### config.mk
export PLATFORM = sky130hd
export DESIGN_NAME = fft_iter_ctrl
export DESIGN_NICKNAME = d
export VERILOG_FILES = /design/src/rtl/fft_iter_pkg.sv /design/src/rtl/fft_addr_delay.sv /design/src/rtl/fft_iter_ctrl.sv
export SDC_FILE = /design/constraint.sdc
export NUM_CORES = 1
export LEC_CHECK = 0
export CORE_AREA = 10 10 70 72
export DETAILED_ROUTE_END_ITERATION = 6
export DIE_AREA = 0 0 80 82
export DONT_BUFFER_PORTS = 1
export PLACE_DENSITY = 0.65
export RECOVER_POWER = 100
export SLEW_MARGIN = 20
export SYNTH_ARGS = -nofsm -noshare
export SYNTH_HDL_FRONTEND = slang
export SYNTH_SLANG_ARGS = --single-unit
### constraint.sdc
create_clock -name clk -period 1.8 [get_ports clk]
set_input_delay 0.54 -clock clk [delete_from_list [all_inputs] [get_ports clk]]
set_output_delay 0.54 -clock clk [all_outputs]
set_load 0.01 [all_outputs]
### src/rtl/fft_iter_pkg.sv
// Shared types and constants for the iterative FFT address/strobe controller.
package fft_iter_pkg;

    typedef enum logic [1:0] {
        IDLE  = 2'd0,
        RUN   = 2'd1,
        DRAIN = 2'd2,
        DONE  = 2'd3
    } state_e;

    // Cycles from an operand read strobe to the matching write-back strobe.
    function automatic int unsigned drain_len(input int unsigned rd_lat,
                                              input int unsigned but_lat);
        return rd_lat + but_lat;
    endfunction

endpackage

### src/rtl/fft_addr_delay.sv
// Fixed-depth shift register for strobes and addresses; cleared on reset.
module fft_addr_delay
    import fft_iter_pkg::*;
#(
    parameter int unsigned W     = 1,
    parameter int unsigned DEPTH = 1
) (
    input  logic         clk,
    input  logic         rst,
    input  logic [W-1:0] din,
    output logic [W-1:0] dout
);

    logic [W-1:0] pipe_q [DEPTH];
    logic [W-1:0] pipe_d [DEPTH];

    // Next value of each tap: input feeds tap 0, every other tap takes its predecessor.
    always_comb begin
        pipe_d[0] = din;
        for (int unsigned i = 1; i < DEPTH; i++) begin
            pipe_d[i] = pipe_q[i-1];
        end
    end

    // Tap registers; reset flushes anything in flight.
    always_ff @(posedge clk) begin
        for (int unsigned i = 0; i < DEPTH; i++) begin
            if (rst) begin
                pipe_q[i] <= '0;
            end else begin
                pipe_q[i] <= pipe_d[i];
            end
        end
    end

    assign dout = pipe_q[DEPTH-1];

endmodule

### src/rtl/fft_iter_ctrl.sv
// Iterative radix-2 DIT FFT controller: issues one butterfly per cycle per stage,
// drains the read/butterfly pipeline between stages, and schedules in-place write-back.
module fft_iter_ctrl
    import fft_iter_pkg::*;
#(
    parameter int unsigned N_LOG2  = 3,
    parameter int unsigned RD_LAT  = 1,
    parameter int unsigned BUT_LAT = 3
) (
    input  logic              clk,
    input  logic              rst,
    input  logic              start,
    output logic              busy,
    output logic              done,
    output logic [N_LOG2-1:0] stage,
    output logic              rd_en,
    output logic [N_LOG2-1:0] rd_addr_a,
    output logic [N_LOG2-1:0] rd_addr_b,
    output logic [N_LOG2-2:0] tw_addr,
    output logic              but_strb,
    output logic              wr_en,
    output logic [N_LOG2-1:0] wr_addr_a,
    output logic [N_LOG2-1:0] wr_addr_b
);

    localparam int unsigned D  = drain_len(RD_LAT, BUT_LAT);
    localparam int unsigned KW = N_LOG2 - 1;
    localparam int unsigned CW = 4;
    localparam int unsigned DW = 2 * N_LOG2 + 1;

    state_e            state_q, state_d;
    logic [N_LOG2-1:0] stage_q, stage_d;
    logic [KW-1:0]     k_q, k_d;
    logic [CW-1:0]     cnt_q, cnt_d;

    logic [N_LOG2-1:0] kx, span, mask, pos, addr_a, addr_b, shamt, tw_full;
    logic [DW-1:0]     wr_pipe;

    // Next-state logic: issue loop, fixed-length drain, stage advance, done pulse.
    always_comb begin
        state_d = state_q;
        stage_d = stage_q;
        k_d     = k_q;
        cnt_d   = cnt_q;
        unique case (state_q)
            IDLE: begin
                if (start) begin
                    state_d = RUN;
                    stage_d = '0;
                    k_d     = '0;
                end
            end
            RUN: begin
                k_d = k_q + KW'(1);
                if (k_q == '1) begin
                    state_d = DRAIN;
                    cnt_d   = '0;
                end
            end
            DRAIN: begin
                cnt_d = cnt_q + CW'(1);
                if (cnt_q == CW'(D - 1)) begin
                    if (stage_q == N_LOG2'(N_LOG2 - 1)) begin
                        state_d = DONE;
                    end else begin
                        state_d = RUN;
                        stage_d = stage_q + N_LOG2'(1);
                        k_d     = '0;
                    end
                end
            end
            DONE: begin
                state_d = IDLE;
                stage_d = '0;
            end
            default: state_d = IDLE;
        endcase
    end

    // Controller state registers.
    always_ff @(posedge clk) begin
        if (rst) begin
            state_q <= IDLE;
            stage_q <= '0;
            k_q     <= '0;
            cnt_q   <= '0;
        end else begin
            state_q <= state_d;
            stage_q <= stage_d;
            k_q     <= k_d;
            cnt_q   <= cnt_d;
        end
    end

    // Operand/twiddle addresses: A inserts a 0 bit at position 'stage' into k,
    // B is A with that bit set; twiddle index is pos scaled to the full ROM range.
    always_comb begin
        kx      = {1'b0, k_q};
        span    = N_LOG2'(1) << stage_q;
        mask    = span - N_LOG2'(1);
        pos     = kx & mask;
        addr_a  = ((kx & ~mask) << 1) | pos;
        addr_b  = addr_a | span;
        shamt   = N_LOG2'(N_LOG2 - 1) - stage_q;
        tw_full = pos << shamt;
    end

    assign busy      = (state_q == RUN) || (state_q == DRAIN);
    assign done      = (state_q == DONE);
    assign stage     = stage_q;
    assign rd_en     = (state_q == RUN);
    assign rd_addr_a = rd_en ? addr_a : '0;
    assign rd_addr_b = rd_en ? addr_b : '0;
    assign tw_addr   = rd_en ? tw_full[N_LOG2-2:0] : '0;

    fft_addr_delay #(
        .W     (1),
        .DEPTH (RD_LAT)
    ) u_strb_dly (
        .clk  (clk),
        .rst  (rst),
        .din  (rd_en),
        .dout (but_strb)
    );

    fft_addr_delay #(
        .W     (DW),
        .DEPTH (D)
    ) u_wr_dly (
        .clk  (clk),
        .rst  (rst),
        .din  ({rd_en, rd_addr_a, rd_addr_b}),
        .dout (wr_pipe)
    );

    assign wr_en     = wr_pipe[DW-1];
    assign wr_addr_a = wr_en ? wr_pipe[2*N_LOG2-1:N_LOG2] : '0;
    assign wr_addr_b = wr_en ? wr_pipe[N_LOG2-1:0] : '0;

endmodule

==> impl_metrics.py, run 1 <==
metrics = {
    "outcome": {
        "status": "complete, but fails checks",
        "violations": "setup timing",
    },
    "cts": {
        "clock_latency_ps": 350,
        "cts_tree": "built",
        "htree_levels": 2,
        "cts_made_buffers": 5,
        "cts.sinks": 39,
        "root_buffer": "clkbuf_4",
        "clkTransAtPathRegs_ps": 130,
        "cts_buffer_depth": 2,
    },
    "timing": {
        "period_share_pct": 120.7,
        "timing.hold.ws_ps": 235.5,
        "setup_viol": 8,
        "drv_slew": 0,
        "relSlewSlack_pct": 69.44,
        "tightest_slew_ps": 453.6,
        "tns_ps": -2201,
        "hold_viol": 0,
        "fin_skew_ps": 11.80,
        "rsz0062_at_grt": "yes",
        "setup_ws_ps": -372.5,
        "fin_crit_ps": 2172,
        "fmax_ghz": 0.4603,
    },
    "critical_path": {
        "worst_path_max_delay_cell": "dfxtp_4",
        "path_cells": "inv_4 -> ha_4 -> buf_4 -> xor2_1 -> a21oi_1 -> nor2_2",
        "slowest_delay_ps": 400,
        "critPathBufInv": 2,
        "setup.worst_path.end_class": "output pin",
        "critPathArrivalTime_ps": 1630,
        "crit_type": "flip-flop to output pin",
        "worstPathMaxFanout": 5,
        "cp.required_ps": 1260,
        "cp_top_family": "flip-flops",
        "start_kind": "flip-flop",
    },
    "cells_and_area": {
        "final_core_util_pct": 58.95,
        "final_common_cell": "dfxtp_1",
        "fin_nets": 209,
        "antenna-diode-count": 0,
        "final_cell_mix": "dfxtp_1, nor2b_1, buf_4",
        "regArea_um2": 790.8,
        "area_growth_pct": 24.34,
        "multi_input_area_um2": 969.7,
        "nFillCells": 304,
        "layout.cells.non_filler": 245,
        "drive_above_1_share_pct": 31.47,
    },
    "synth": {
        "syn_nets": 195,
        "syn_area_um2": 1697,
        "synthArstFlopShare_pct": 0,
        "synth_edf_count": 0,
        "synth_cell_types": 39,
        "avgSynthCellArea_um2": 9.322,
        "ys_seq_area_share_pct": 46.02,
        "synth_flop_cell": "dfxtp_1",
        "yosysWarnings": 0,
        "syn_inst": 182,
        "ys_seq_elements": 39,
    },
    "grt": {
        "grt_pass1_wl_um": 5547,
        "grt_pass1_vias": 1171,
        "grt_remaining_overflow": 0,
        "grt_usage_pct": 10.94,
        "grt_antenna_before_repair": 0,
        "grt_max_degree": 33,
    },
    "detailed_routing": {
        "drt-initial-drc-count": 40,
        "drc": 0,
        "dr_total_vias": 1302,
        "drtPass1Iterations": 4,
        "wl_per_cell_um": 15.35,
        "vias_per_cell": 5.314,
        "drt.antenna.violating_nets": 0,
        "routed_wl_um": 3760,
    },
    "place": {
        "pre_cts_ws_ps": 24.95,
        "portBuffers": 0,
        "post-place-cells": 226,
        "gp_congestion": 0.8615,
        "place_hpwl_um": 2454,
    },
    "pwr": {
        "p_seq_share_pct": 41.1,
        "switchingPower_w": 0.0008032,
        "leakagePower_nw": 0.8261,
        "peakVddDrop_v": 0.0009431,
        "power_density_nw_per_um2": 1128,
        "p_sw_share_pct": 33.77,
        "clock_power_share_pct": 25.0,
        "internal_power_w": 0.001575,
        "combPwrFrac_pct": 33.9,
    },
    "die": {
        "die_y_um": 82,
        "num_rows": 22,
        "initial_utilization_pct": 47.41,
        "fp.dieW_um": 80,
        "core_area_um2": 3578,
        "ios": 25,
        "die_area_um2": 6560,
    },
    "job": {
        "cap_viol_max_count": 0,
    },
    "hold_path": {
        "worst_hold_path_type": "input pin to flip-flop",
    },
}
==> synth_stat cells (all sizes together), types with 5 or more instances <==
library cell | number | share of area [%]
buf | 7 | 2.9
nor3 | 5 | 1.5
o21ai | 9 | 2.7
nor2 | 8 | 1.8
inv | 10 | 2.2
dfxtp | 39 | 46
nor2b | 23 | 8.5
nand2b | 6 | 2.2
and2 | 11 | 4.1
clkbuf | 6 | 1.3
ha | 10 | 7.4
nand2 | 10 | 2.2
a21oi | 10 | 2.9
==> power groups by stage <==
| stage | registers (W) | clock network (W) | logic [W] |
|---|---|---|---|
| floorplan | 0.000991 | 0 | 0.000495 |
| global route | 0.000987 | 0.000638 | 0.000869 |
| CTS | 0.000977 | 0.000607 | 0.000657 |
| global placement | 0.000991 | 0 | 0.000575 |
| detailed placement | 0.000996 | 0 | 0.000590 |
| finish | 0.000978 | 0.000594 | 0.000807 |
==> flip-flops by register name (all words and copies together), names as in the netlist <==
signal,count
u_wr_dly.pipe_q,27
stage,3
k_q,2
cnt_q,4
state_q,2
u_strb_dly.pipe_q,1
==> layout make-up <==
type / instances / area share [%]
clock inverter: 3 / 2.076
tap: 48 / 2.847
clock buffer: 5 / 1.779
timing repair buffer: 20 / 7.829
inverter: 10 / 2.017
multi-input combinational: 120 / 45.97
sequential: 39 / 37.49
==> per-layer routing <==
layer  part of all wire [%]  vias to the layer above  GRT usage, %
met5                      0                        -             0
met4                    4.1                        0         4.754
met3                    7.9                       19         6.114
met2                     52                       43         19.58
met1                     36                      607         10.04
li1                       -                      633             -
==> path summary, 6_finish.rpt <==
kind                                         start                          endpoint  slack (ps)  cells past startpoint
setup / recovery             stage[1]$_SDFFE_PP0P_                      rd_addr_b[2]        -370                      6
hold / removal                                 rst             stage[1]$_SDFFE_PP0P_         240                      1
setup reg to reg             stage[0]$_SDFFE_PP0P_               k_q[0]$_SDFFE_PP0P_          70                      7
hold reg to reg   u_wr_dly.pipe_q[2][6]$_SDFF_PP0_  u_wr_dly.pipe_q[3][6]$_SDFF_PP0_         450                      1
==> repair_timing <==
action	CTS	global route
pin swaps	2	7
resized for setup	15	24
buffers inserted	5	7
hold buffers	0	0
endpoints found under the setup margin	10	12
==> metrics by stage <==
stage | total power (W) | area, um^2
after floorplan | 0.001486 | 1769
after global placement | 0.001566 | 1804
after detailed placement | 0.001586 | 1804
after CTS | 0.002242 | 1963
after global routing | 0.002495 | 2110
final | 0.002379 | 2110
==> cells by family (layout without fill, tap and decap cells) <==
family	count (synthesis)	after routing	synth area share (%)
and+or+nand+nor	76	76	26.55
DFF	39	39	46.02
AOI/OAI and AO/OA	32	32	12.54
buffers and inverters	23	38	6.489
adders and majority gates	10	10	7.375
xor gates and xnor gates	2	2	1.033
No activity file was read; power rests on OpenSTA's default activity.
==> inputs of run 2 (changes only) <==
--- a/config.mk
+++ b/config.mk
@@ -6,6 +6,7 @@
 export NUM_CORES = 1
 export LEC_CHECK = 0
 export CORE_AREA = 10 10 70 72
+export CTS_CLUSTER_DIAMETER = 30
 export DETAILED_ROUTE_END_ITERATION = 6
 export DIE_AREA = 0 0 80 82
 export DONT_BUFFER_PORTS = 1
==> results of run 2 <==
Same layout as run 1: the final DEF is identical, and so are final timing and power.
